File: config.mk
export PLATFORM = sky130hd
export DESIGN_NAME = approx_err_monitor
export DESIGN_NICKNAME = d
export VERILOG_FILES = /design/src/rtl/approx_mon_pkg.sv /design/src/rtl/approx_err_dist.sv /design/src/rtl/approx_err_monitor.sv
export SDC_FILE = /design/constraint.sdc
export NUM_CORES = 1
export LEC_CHECK = 0
export ABC_AREA = 1
export CORE_ASPECT_RATIO = 2
export CORE_MARGIN = 5
export CORE_UTILIZATION = 49
export DETAILED_ROUTE_END_ITERATION = 10
export PLACE_DENSITY = 0.78
export SETUP_SLACK_MARGIN = 0.4
export SLEW_MARGIN = 30
export SYNTH_ARGS = -nofsm -noshare
export SYNTH_HDL_FRONTEND = slang
export SYNTH_SLANG_ARGS = --single-unit
File: constraint.sdc
create_clock -name clk -period 2.87 [get_ports clk]
set_input_delay 0.574 -clock clk [delete_from_list [all_inputs] [get_ports clk]]
set_output_delay 0.574 -clock clk [all_outputs]
set_load 0.03 [all_outputs]
File: src/rtl/approx_mon_pkg.sv
// Shared types, widths and the saturating adder for the approximate-adder error monitor.
package approx_mon_pkg;

  localparam int unsigned OP_W = 8;
  localparam int unsigned ED_W = 9;

  typedef enum logic [1:0] {IDLE, RUN, DRAIN, DONE} state_t;

  // Adds inc to acc and clamps the result at lim instead of wrapping.
  function automatic logic [63:0] sat_add(input logic [63:0] acc, input logic [63:0] inc,
                                          input logic [63:0] lim);
    logic [64:0] s;
    s = {1'b0, acc} + {1'b0, inc};
    sat_add = (s > {1'b0, lim}) ? lim : s[63:0];
  endfunction

endpackage

File: src/rtl/approx_err_dist.sv
// Stage 1 of the monitor: registers the exact and approximate sums, then forms |exact - approx|.
module approx_err_dist
  import approx_mon_pkg::*;
(
  input  logic            clk,
  input  logic            rst,
  input  logic            load,
  input  logic [OP_W-1:0] a,
  input  logic [OP_W-1:0] b,
  input  logic [ED_W-1:0] sum_approx,
  output logic [ED_W-1:0] ed,
  output logic            ed_valid
);

  logic [ED_W-1:0] exact_q;
  logic [ED_W-1:0] approx_q;

  // Data flops carry no reset; only the valid bit matters after rst.
  always_ff @(posedge clk) begin
    if (rst) begin
      ed_valid <= 1'b0;
    end else begin
      ed_valid <= load;
      if (load) begin
        exact_q  <= ED_W'(a) + ED_W'(b);
        approx_q <= sum_approx;
      end
    end
  end

  assign ed = (exact_q >= approx_q) ? (exact_q - approx_q) : (approx_q - exact_q);

endmodule

File: src/rtl/approx_err_monitor.sv
// Error-statistics collector for the approximate adder; run control FSM plus stage-2 accumulators.
// Optional max_err tracking is built only when MAX_ERR_EN is defined.
module approx_err_monitor
  import approx_mon_pkg::*;
#(
  parameter int unsigned N_SAMPLES = 256,
  parameter int unsigned ACC_W     = 20,
  parameter int unsigned CNT_W     = $clog2(N_SAMPLES + 1)
) (
  input  logic             clk,
  input  logic             rst,
  input  logic             start,
  input  logic             in_valid,
  output logic             in_ready,
  input  logic [OP_W-1:0]  A,
  input  logic [OP_W-1:0]  B,
  input  logic [ED_W-1:0]  SUM_APPROX,
  output logic             busy,
  output logic             done,
  output logic [CNT_W-1:0] sample_count,
  output logic [CNT_W-1:0] err_count,
  output logic [ACC_W-1:0] sum_err,
  output logic [ED_W-1:0]  max_err
);

  localparam logic [63:0]      ACC_MAX = (64'd1 << ACC_W) - 64'd1;
  localparam logic [CNT_W-1:0] LAST    = CNT_W'(N_SAMPLES - 1);

  state_t          state;
  logic            accept;
  logic            launch;
  logic [ED_W-1:0] ed;
  logic            ed_valid;

  assign accept = in_valid & in_ready;
  assign launch = start & ((state == IDLE) | (state == DONE));

  approx_err_dist u_dist (
    .clk        (clk),
    .rst        (rst),
    .load       (accept),
    .a          (A),
    .b          (B),
    .sum_approx (SUM_APPROX),
    .ed         (ed),
    .ed_valid   (ed_valid)
  );

  // Run control; DRAIN holds until the last sample has left stage 1.
  always_ff @(posedge clk) begin
    if (rst) begin
      state        <= IDLE;
      in_ready     <= 1'b0;
      busy         <= 1'b0;
      done         <= 1'b0;
      sample_count <= '0;
    end else begin
      case (state)
        IDLE, DONE: begin
          if (start) begin
            state        <= RUN;
            in_ready     <= 1'b1;
            busy         <= 1'b1;
            done         <= 1'b0;
            sample_count <= '0;
          end
        end
        RUN: begin
          if (accept) begin
            sample_count <= sample_count + CNT_W'(1);
            if (sample_count == LAST) begin
              state    <= DRAIN;
              in_ready <= 1'b0;
            end
          end
        end
        DRAIN: begin
          if (!ed_valid) begin
            state <= DONE;
            busy  <= 1'b0;
            done  <= 1'b1;
          end
        end
      endcase
    end
  end

  // Stage-2 accumulation of error count and saturating error sum.
  always_ff @(posedge clk) begin
    if (rst || launch) begin
      err_count <= '0;
      sum_err   <= '0;
    end else if (ed_valid) begin
      if (ed != '0) err_count <= err_count + CNT_W'(1);
      sum_err <= ACC_W'(sat_add(64'(sum_err), 64'(ed), ACC_MAX));
    end
  end

`ifdef MAX_ERR_EN
  always_ff @(posedge clk) begin
    if (rst || launch) begin
      max_err <= '0;
    end else if (ed_valid && (ed > max_err)) begin
      max_err <= ed;
    end
  end
`else
  assign max_err = '0;
`endif

endmodule
**Word level (Yosys, flattened, before mapping)**

Index checks and enable logic that the tools add are counted.

- Word-level logic and storage cells: 61
- Bits in registers: 62
- Output and inout bits: 50
- Bits of input ports: 29

- Reductions and logical operators: 12
- Eq/ne operators: 8
- Muxes and demuxes: 19
- $lt $le $gt $ge: 2
- Add/subtract/negate cells: 6
- Bitwise logic cells: 4

Operator list:

| kind | count |
|---|---|
| $mux W9 | 3 |
| $add A20 B9 Y21 | 1 |
| $gt A21 B20 Y1 const B | 1 |
| $mux W20 | 1 |
| $add A9 B1 Y9 const B | 2 |
| $pmux W9 S2 | 1 |
| $sub A9 B9 Y9 | 2 |
| $add A8 B8 Y9 | 1 |
| $eq A9 B8 Y1 const B | 1 |
| $ge A9 B9 Y1 | 1 |
| $reduce_bool A9 Y1 | 1 |
| $mux W2 | 4 |
| $reduce_and A4 Y1 | 2 |
| $mux W1 | 6 |
| $ne A2 B2 Y1 const B | 3 |
| $pmux W1 S2 | 3 |
| $pmux W2 S3 | 1 |
| $reduce_and A3 Y1 | 2 |
| $eq A2 B2 Y1 const B | 2 |
| $reduce_and A2 Y1 | 2 |
| $reduce_bool A2 Y1 | 2 |
| $and A1 B1 Y1 | 2 |
| $eq A2 B1 Y1 const B | 1 |
| $logic_not A2 Y1 | 1 |
| other kinds (5) | 5 |

**Depth between registers and ports, before layout**

Gate-level depths: netlist of the first run.

- Word-level depth: 5
- Gate-level depth with buffers: 25
- Mapped depth without buffers: 24

**Cells and area by module**

A second synthesis of the first run with hierarchy kept.

- Cells, all modules: 719
- Area total of the unflattened synthesis: 4870.9 sq um

By module, submodules not included:

| module | cells each | instances | area each (sq um) |
|---|---|---|---|
| approx_err_monitor | 451 | 1 | 2881.5 |
| approx_err_dist | 268 | 1 | 1989.4 |

**Worst setup path after synthesis of the first run**

OpenSTA, ideal clock, no wires.

- Path type: register to register
- From: reg u_dist.exact_q[3]
- To: reg sum_err[10]
- Stages on the path, launching flop included: 22
- Required time: 2.748 ns
- Arrival: 2.973 ns
- Path slack: -0.224 ns
- Setup time: 0.122 ns
- Period minus slack after synthesis: 3.094 ns
- Cell sequence: edfxtp_1 ha_1 buf_4 nand2_2 nor2_2 nand2_1 nand3_2 nand2_2 nand2_4 nand2_1 nand2_1 inv_1 fa_1 nand3_1 nand2_1 a21oi_1 o21ai_2 nand2_1 o31ai_4 inv_2 buf_2 a21oi_1

- Cells in the longest elaborated chain, start to end: 5
- Elaborated cells on any way between the ends: 7

Ends and longest elaborated chain:

| what | RTL line | text |
|---|---|---|
| start, declared | approx_err_dist.sv:15 | `logic [ED_W-1:0] exact_q;` |
| start signal, assigned | approx_err_dist.sv:25 | `exact_q <= ED_W'(a) + ED_W'(b);` |
| $sub A9 B9 Y9 / $ge A9 B9 Y1 (equally long branches) | approx_err_dist.sv:31 | `assign ed = (exact_q >= approx_q) ? (exact_q - approx_q) : (approx_q - exact_q);` |
| $mux W9 (*) | approx_err_dist.sv:31 |  |
| $add A20 B9 Y21 (*) | approx_mon_pkg.sv:13 | `s = {1'b0, acc} + {1'b0, inc};` |
| $gt A21 B20 Y1 | approx_mon_pkg.sv:14 | `sat_add = (s > {1'b0, lim}) ? lim : s[63:0];` |
| $mux W20 (*) | approx_mon_pkg.sv:14 |  |
| end signal, assigned | approx_err_monitor.sv:95 | `sum_err <= ACC_W'(sat_add(64'(sum_err), 64'(ed), ACC_MAX));` |
| end, declared | approx_err_monitor.sv:22 | `output logic [ACC_W-1:0] sum_err,` |

Mark *: on every way between the ends. The rest lies on a longest branch, timed or not.
A chain may end at the register's enable or synchronous reset.

**Worst setup path after layout of the first run**

- From: reg u_dist.approx_q[0]
- To: reg sum_err[14]

- Cells in the longest elaborated chain, start to end: 5
- Elaborated cells on any way between the ends: 7

Ends and longest elaborated chain:

| what | RTL line | text |
|---|---|---|
| start, declared | approx_err_dist.sv:16 | `logic [ED_W-1:0] approx_q;` |
| start signal, assigned | approx_err_dist.sv:26 | `approx_q <= sum_approx;` |
| $sub A9 B9 Y9 / $ge A9 B9 Y1 (equally long branches) | approx_err_dist.sv:31 |  |
| $mux W9 (*) | approx_err_dist.sv:31 |  |
| $add A20 B9 Y21 (*) | approx_mon_pkg.sv:13 |  |
| $gt A21 B20 Y1 | approx_mon_pkg.sv:14 |  |
| $mux W20 (*) | approx_mon_pkg.sv:14 |  |

Marked as above.

==> results of run 1 <==
## cell type report
| type | instances | share of cell area |
|---|---|---|
| multi-input combinational | 441 | 0.464 |
| sequential | 62 | 0.213 |
| timing repair buffer | 151 | 0.200 |
| inverter | 106 | 0.0607 |
| clock buffer | 13 | 0.0392 |
| tap | 102 | 0.0191 |
| clock inverter | 3 | 0.00244 |
| timing repair inverter | 1 | 0.00112 |
## worst max-delay path by stage
stage,from,endpoint,slack (ns),depth (start not counted)
floorplan,u_dist.exact_q[2],sum_err[5],-0.08,21
global placement,u_dist.exact_q[2],sum_err[17],-0.21,21
detailed placement,u_dist.exact_q[2],sum_err[19],-0.31,21
CTS,u_dist.approx_q[0],sum_err[15],-0.27,21
global route,u_dist.exact_q[2],sum_err[14],-0.57,22
finish,u_dist.approx_q[0],sum_err[14],-0.38,19
## cell families after synthesis
logic type | Yosys count | share of synthesized area
and+or+nand+nor | 254 | 0.245
buffers and inverters | 125 | 0.117
AOI/OAI and AO/OA | 100 | 0.122
DFF | 62 | 0.319
adders and majority gates | 46 | 0.136
xor gates and xnor gates | 31 | 0.0610
other | 1 | 0.000842
## power groups by stage
| stage | sequential [mW] | combinational [mW] | clock, mW |
|---|---|---|---|
| 2_1_floorplan | 1.15 | 0.750 | 0 |
| 3_3_place_gp | 1.07 | 1.26 | 0 |
| 3_5_place_dp | 1.08 | 1.31 | 0 |
| 4_1_cts | 1.07 | 1.42 | 1.03 |
| 5_1_grt | 1.08 | 1.68 | 1.08 |
| 6_report | 1.07 | 1.54 | 1.02 |
## repair_timing
item | CTS | global route
hold buffers | 0 | 0
pin swaps | 29 | 33
gates cloned | 1 | 1
endpoints found under the setup margin | 28 | 33
endpoints found under the hold margin | 0 | 0
buffers inserted | 15 | 10
resized for setup | 55 | 49
## metrics by stage
step | cell area (um^2) | setup WS (ns) | power, mW | hold WS [ns] | setup TNS (ns)
final | 6680 | -0.379 | 3.63 | 0.480 | -6.55
after global routing | 6680 | -0.575 | 3.83 | 0.500 | -10.28
after CTS | 6430 | -0.274 | 3.51 | 0.480 | -4.44
after detailed placement | 5840 | -0.312 | 2.39 | 0.470 | -5.12
after global placement | 5840 | -0.212 | 2.33 | 0.452 | -3.20
after floorplan | 4730 | -0.0785 | 1.90 | 0.530 | -0.787
## metal layers
metal,GRT usage,routed length (um)
met5,0,0
met4,0.129,501
met3,0.0471,577
met2,0.443,7480
met1,0.220,4540
## sequential cells by signal, summed over array words and instances, names as in the netlist
signal           flops
u_dist.ed_valid      1
in_ready             1
u_dist.exact_q       9
done                 1
state                2
sum_err             20
err_count            9
sample_count         9
busy                 1
u_dist.approx_q      9
## synthesized netlist by cell type (2+ instances only)
master    count
clkbuf_1      4
a21o_1        4
dfxtp_1      44
xor2_1       21
a21oi_1      60
ha_1         42
or2_2         3
inv_2         2
nand3_1      42
nand3_2       2
nand2_1     147
buf_4        11
nor3_1       10
fa_1          4
inv_1       104
nor2_1       34
o21ai_0      28
buf_1         2
edfxtp_1     18
nand2_2       5
nand4_1       4
xnor2_1      10
nor2_2        2
## critical path: stages, from the launching register on
cell	delay (ns)
edfxtp_1	0.38
inv_1	0.08
ha_2	0.17
inv_2	0.05
fa_2	0.41
buf_4	0.16
xnor2_2	0.15
nand3_2	0.10
nand2_2	0.09
inv_2	0.04
ha_4	0.28
nand3_2	0.09
nand2_4	0.10
a21oi_4	0.07
o21ai_2	0.19
nand2_2	0.10
o31ai_4	0.27
clkinvlp_4	0.18
buf_6	0.15
a21oi_2	0.13
==> reports/qor.yml, run 1 <==
power_and_ir_drop:
  p_leak_nw: 3.00
  p_comb_frac: 0.424
  p_clk_frac: 0.281
  power_frac_seq: 0.294
  internal_power_mw: 2.30
  p_switching_mw: 1.33
  pwr_density_cell_mw_per_mm2: 544
  ir_drop_uv: 569
  switching_share: 0.366
hold_path:
  hp-class: "reg -> reg"
  whs_endpoint: "done"
  min_from: "done"
  whs_path_depth: 2
timing:
  rsz0062_at_grt: "yes"
  hold_viol_final: 0
  skew_ns: 0.00902
  fin_crit_sh: 1.13
  drv_slew: 0
  period_needed_ns: 3.25
  fin_ws_ns: -0.379
  timing.fmax_ghz: 0.308
  setup-violations-final: 20
  relSlewSlack: 0.500
  worst_pin_slew_ns: 0.750
placement:
  io_buffers: 69
  routabilityCongestion: 0.934
  dpl.hpwl_mm: 9.36
  dp.cells: 836
drt:
  wire_per_inst_um: 14.9
  vias: 4640
  drt_iter0_markers: 272
  viasPerCell: 5.28
  ant_nets: 0
  totalWireLength_mm: 13.1
  drc: 0
  dr.pass1.iters: 5
synthesis:
  syn_area_mm2: 0.00445
  yosysWarnings: 0
  synth.distinct_cells: 39
  synth_ff_type: "dfxtp_1"
  yosysSeqAreaShare: 0.319
  avgSynthCellArea_um2: 7.20
  yosysTopAreaCell: "dfxtp_1"
  ys_top_cells_by_area: "dfxtp_1 20%, nand2_1 12%, edfxtp_1 12%"
  ys_ff_latch: 62
  syn-instance-count: 619
  synth_edf_count: 18
  synth-async-reset-ratio: 0
  post-synth-top-area-fraction: 0.198
layout:
  stdcell_count: 879
  post-route-util: 0.746
  seq_area_mm2: 0.00142
  multi_input_area_mm2: 0.00310
  area_growth_pct: 49.9
  n_antenna_cell: 0
  final_cell_mix: "122 x nand2_1, 89 x inv_1, 75 x buf_4"
  fill_cells: 612
  final_common_cell: "nand2_1"
  nNetsFinal: 847
  layout-drive-gt1-share: 0.287
floorplanning:
  start_util: 0.498
  pin_count: 79
  die_y_um: 145
  rows: 49
  die_area_mm2: 0.0112
  core_mm2: 0.00895
  die_w_um: 77.4
cts:
  path_clk_slew_ns: 0.06
  cts_root_buffer: "clkbuf_16"
  clockBufferDepth: 2
  clock_sinks: 62
  numCtsBuffers: 9
  cts_tree: "built"
  htree_levels: 3
  clk_latency_ns: 0.33
setup_path:
  cp-start-kind: "flop"
  r2r-end: "sum_err[14]"
  cp.required_ns: 3.14
  worst_ep_arrival_time_ns: 3.51
  r2r_slack_ns: -0.38
  r2r.worst_path.cells: 19
  cp-end-kind: "flop"
  criticalPathCategory: "reg -> reg"
  critPathMaxFanout: 4
  rr_startpoint: "u_dist.approx_q[0]"
run_status:
  status: "finished, violations left"
  violations: "negative setup slack"
global_routing:
  grt_max_degree: 20
  grtUsageTotal: 0.229
  grt_pass1_wl_mm: 21.0
  grt_pass1_vias: 4797
  antenna_found_initial: 0
  gr-total-overflow: 0
flow_run:
  maxCapViolations: 0
No activity file was read; power rests on OpenSTA's default activity.
==> run 2, diff against run 1 <==
CORE_MARGIN = default   (was 5)
==> reports/qor.yml, run 2 (same netlist as run 1, synthesis figures left out) <==
floorplanning:
  die_area_mm2: 0.00950  # -15%
  rows: 48  # -2.0%
  start_util: 0.511  # +0.0139
  die_y_um: 137  # -5.5%
  core_mm2: 0.00871  # -2.7%
  die_w_um: 69.4  # -10%
  pin_count: 79  # unchanged
cts:
  cts_root_buffer: "clkbuf_16"
  clockBufferDepth: 2  # unchanged
  path_clk_slew_ns: 0.05  # about the same
  cts_tree: "built"
  clk_latency_ns: 0.33  # about the same
  clock_sinks: 62  # unchanged
  numCtsBuffers: 9  # unchanged
  htree_levels: 3  # unchanged
global_routing:
  grtUsageTotal: 0.255  # +0.0257
  gr-total-overflow: 0  # unchanged
  grt_pass1_vias: 4407  # -8.1%
  grt_max_degree: 31  # +55%
  antenna_found_initial: 0  # unchanged
  grt_pass1_wl_mm: 19.4  # -7.4%
drt:
  wire_per_inst_um: 14.2  # -5.0%
  viasPerCell: 5.21  # -1.3%
  dr.pass1.iters: 4  # -1
  drc: 0  # unchanged
  totalWireLength_mm: 12.3  # -6.3%
  drt_iter0_markers: 197  # -28%
  vias: 4515  # -2.7%
  ant_nets: 0  # unchanged
flow_run:
  maxCapViolations: 0  # unchanged
placement:
  dpl_worst_slack_ns: -0.316  # -0.00365 ns
  dp.cells: 835  # -0.12%
  dpl.hpwl_mm: 8.74  # -6.6%
  routabilityCongestion: 0.874  # -6.5%
  io_buffers: 69  # unchanged
setup_path:
  rr_startpoint: "u_dist.approx_q[0]"
  criticalPathCategory: "reg -> reg"
  r2r.worst_path.cells: 19  # unchanged
  crit_start: "u_dist.approx_q[0]"
  worst_ep_arrival_time_ns: 3.58  # +0.07 ns
  cp.required_ns: 3.13  # about the same
  cp_num_buf_inv: 4  # -2
  path_delay_family: "adder cells"
  critPathMaxFanout: 8  # +4
  r2r_slack_ns: -0.44  # -0.07 ns
  path_common_cell: "inv_2"
  critPathSlowestCell: "fa_2"
  path_cells: "inv_2 > ha_4 > inv_2 > fa_2 > nand3_2 > nand2_4 > nand2_4 > nand3_2 > nand2_1 > nand2_1 > nand2_2 > inv_2 > ha_4 > nand4_1 > o21ai_2 > nand2_2 > o31ai_4 > clkinvlp_4 > a21oi_2"
  cp-start-kind: "flop"
  endpoint: "sum_err[10]"
  critPathMaxStageDelay_ns: 0.41  # about the same
  r2r-end: "sum_err[10]"
  cp-end-kind: "flop"
  cp.depth: 19  # unchanged
power_and_ir_drop:
  p_leak_nw: 2.95  # -1.4%
  ir_drop_uv: 690  # +21%
  pwr_density_cell_mw_per_mm2: 552  # +1.5%
timing:
  skew_ns: 0.00577  # -0.00326 ns
  drv_slew: 0  # unchanged
  hold_viol_final: 0  # unchanged
  setup-violations-final: 20  # unchanged
  hold_ws_ns: 0.465  # -0.0155 ns
  timing.fmax_ghz: 0.302  # -2.0%
  period_needed_ns: 3.31  # +0.0652 ns
  fin_crit_sh: 1.15  # +0.0227
  fin_ws_ns: -0.445  # -0.0652 ns
  setup_total_negative_slack_ns: -7.20  # -0.648 ns
  rsz0062_at_grt: "yes"
layout:
  post-route-util: 0.754  # +0.00829
  top_register: "sum_err"
  multi_input_area_mm2: 0.00307  # -1.1%
  final_common_cell: "nand2_1"
  nNetsFinal: 837  # -1.2%
  stdcell_count: 867  # -1.4%
  final_cell_mix: "121 x nand2_1, 85 x inv_1, 70 x buf_4"
  seq_area_mm2: 0.00142  # unchanged
  fill_cells: 644  # +5.2%
  n_antenna_cell: 0  # unchanged
  layout-drive-gt1-share: 0.267  # -0.0197
  largest_reg_flops: 20  # unchanged
  area_growth_pct: 47.5
hold_path:
  whs_path_depth: 2  # unchanged
  hp-class: "reg -> reg"
run_status:
  violations: "negative setup slack"
  status: "finished, violations left"
-- run 2: area by class of cell --
| type | count | share of cell area |
|---|---|---|
| Multi-Input combinational cell | 441 | 0.467 |
| Inverter | 106 | 0.0617 |
| Tap cell | 100 | 0.0190 |
| Clock inverter | 3 | 0.00629 |
| Clock buffer | 13 | 0.0398 |
| Timing Repair inverter | 1 | 0.00114 |
| Timing Repair Buffer | 141 | 0.189 |
| Sequential cell | 62 | 0.216 |
-- run 2: power breakdown --
part	switching (mW)	internal, mW	total (mW)
Combinational	0.822	0.645	1.47
Sequential	0.0718	0.987	1.06
Clock	0.377	0.722	1.10
Total	1.27	2.35	3.62
-- run 2: worst reg2reg max path, stage by stage (launching register included) --
cell,delay [ns]
edfxtp_1,0.40
inv_2,0.10
ha_4,0.13
inv_2,0.04
fa_2,0.41
nand3_2,0.10
nand2_4,0.09
nand2_4,0.10
nand3_2,0.05
nand2_1,0.07
nand2_1,0.07
nand2_2,0.09
inv_2,0.06
ha_4,0.28
nand4_1,0.14
o21ai_2,0.22
nand2_2,0.09
o31ai_4,0.32
clkinvlp_4,0.30
a21oi_2,0.20
-- run 2: repair_timing --
item | in CTS | in global routing
setup endpoints to repair | 29 | 31
setup buffers | 5 | 9
gates cloned | 1 | 1
pin swaps | 11 | 29
hold buffers | 0 | 0
resized for setup | 36 | 56
-- run 2: layer usage --
metal / global-route usage / part of all wire / up-vias
met3: 0.0398 / 0.038 / 39
met1: 0.247 / 0.36 / 2092
met5: 0 / 0 / -
met2: 0.511 / 0.56 / 131
met4: 0.121 / 0.036 / 0
li1: - / - / 2253
-- run 2: stage by stage --
step                power, mW  instance area [um^2]
floorplan                1.90                  4730
global placement         2.35                  5840
detailed placement       2.38                  5840
CTS                      3.53                  6310
global route             3.83                  6570
finish                   3.62                  6570
-- run 2: worst min path at each step --
stage,end,slack (ns),from
finish,done,0.46,done
floorplan,state[1],0.53,state[1]
detailed placement,done,0.46,done
global route,done,0.50,done
CTS,done,0.47,done
global placement,done,0.46,done
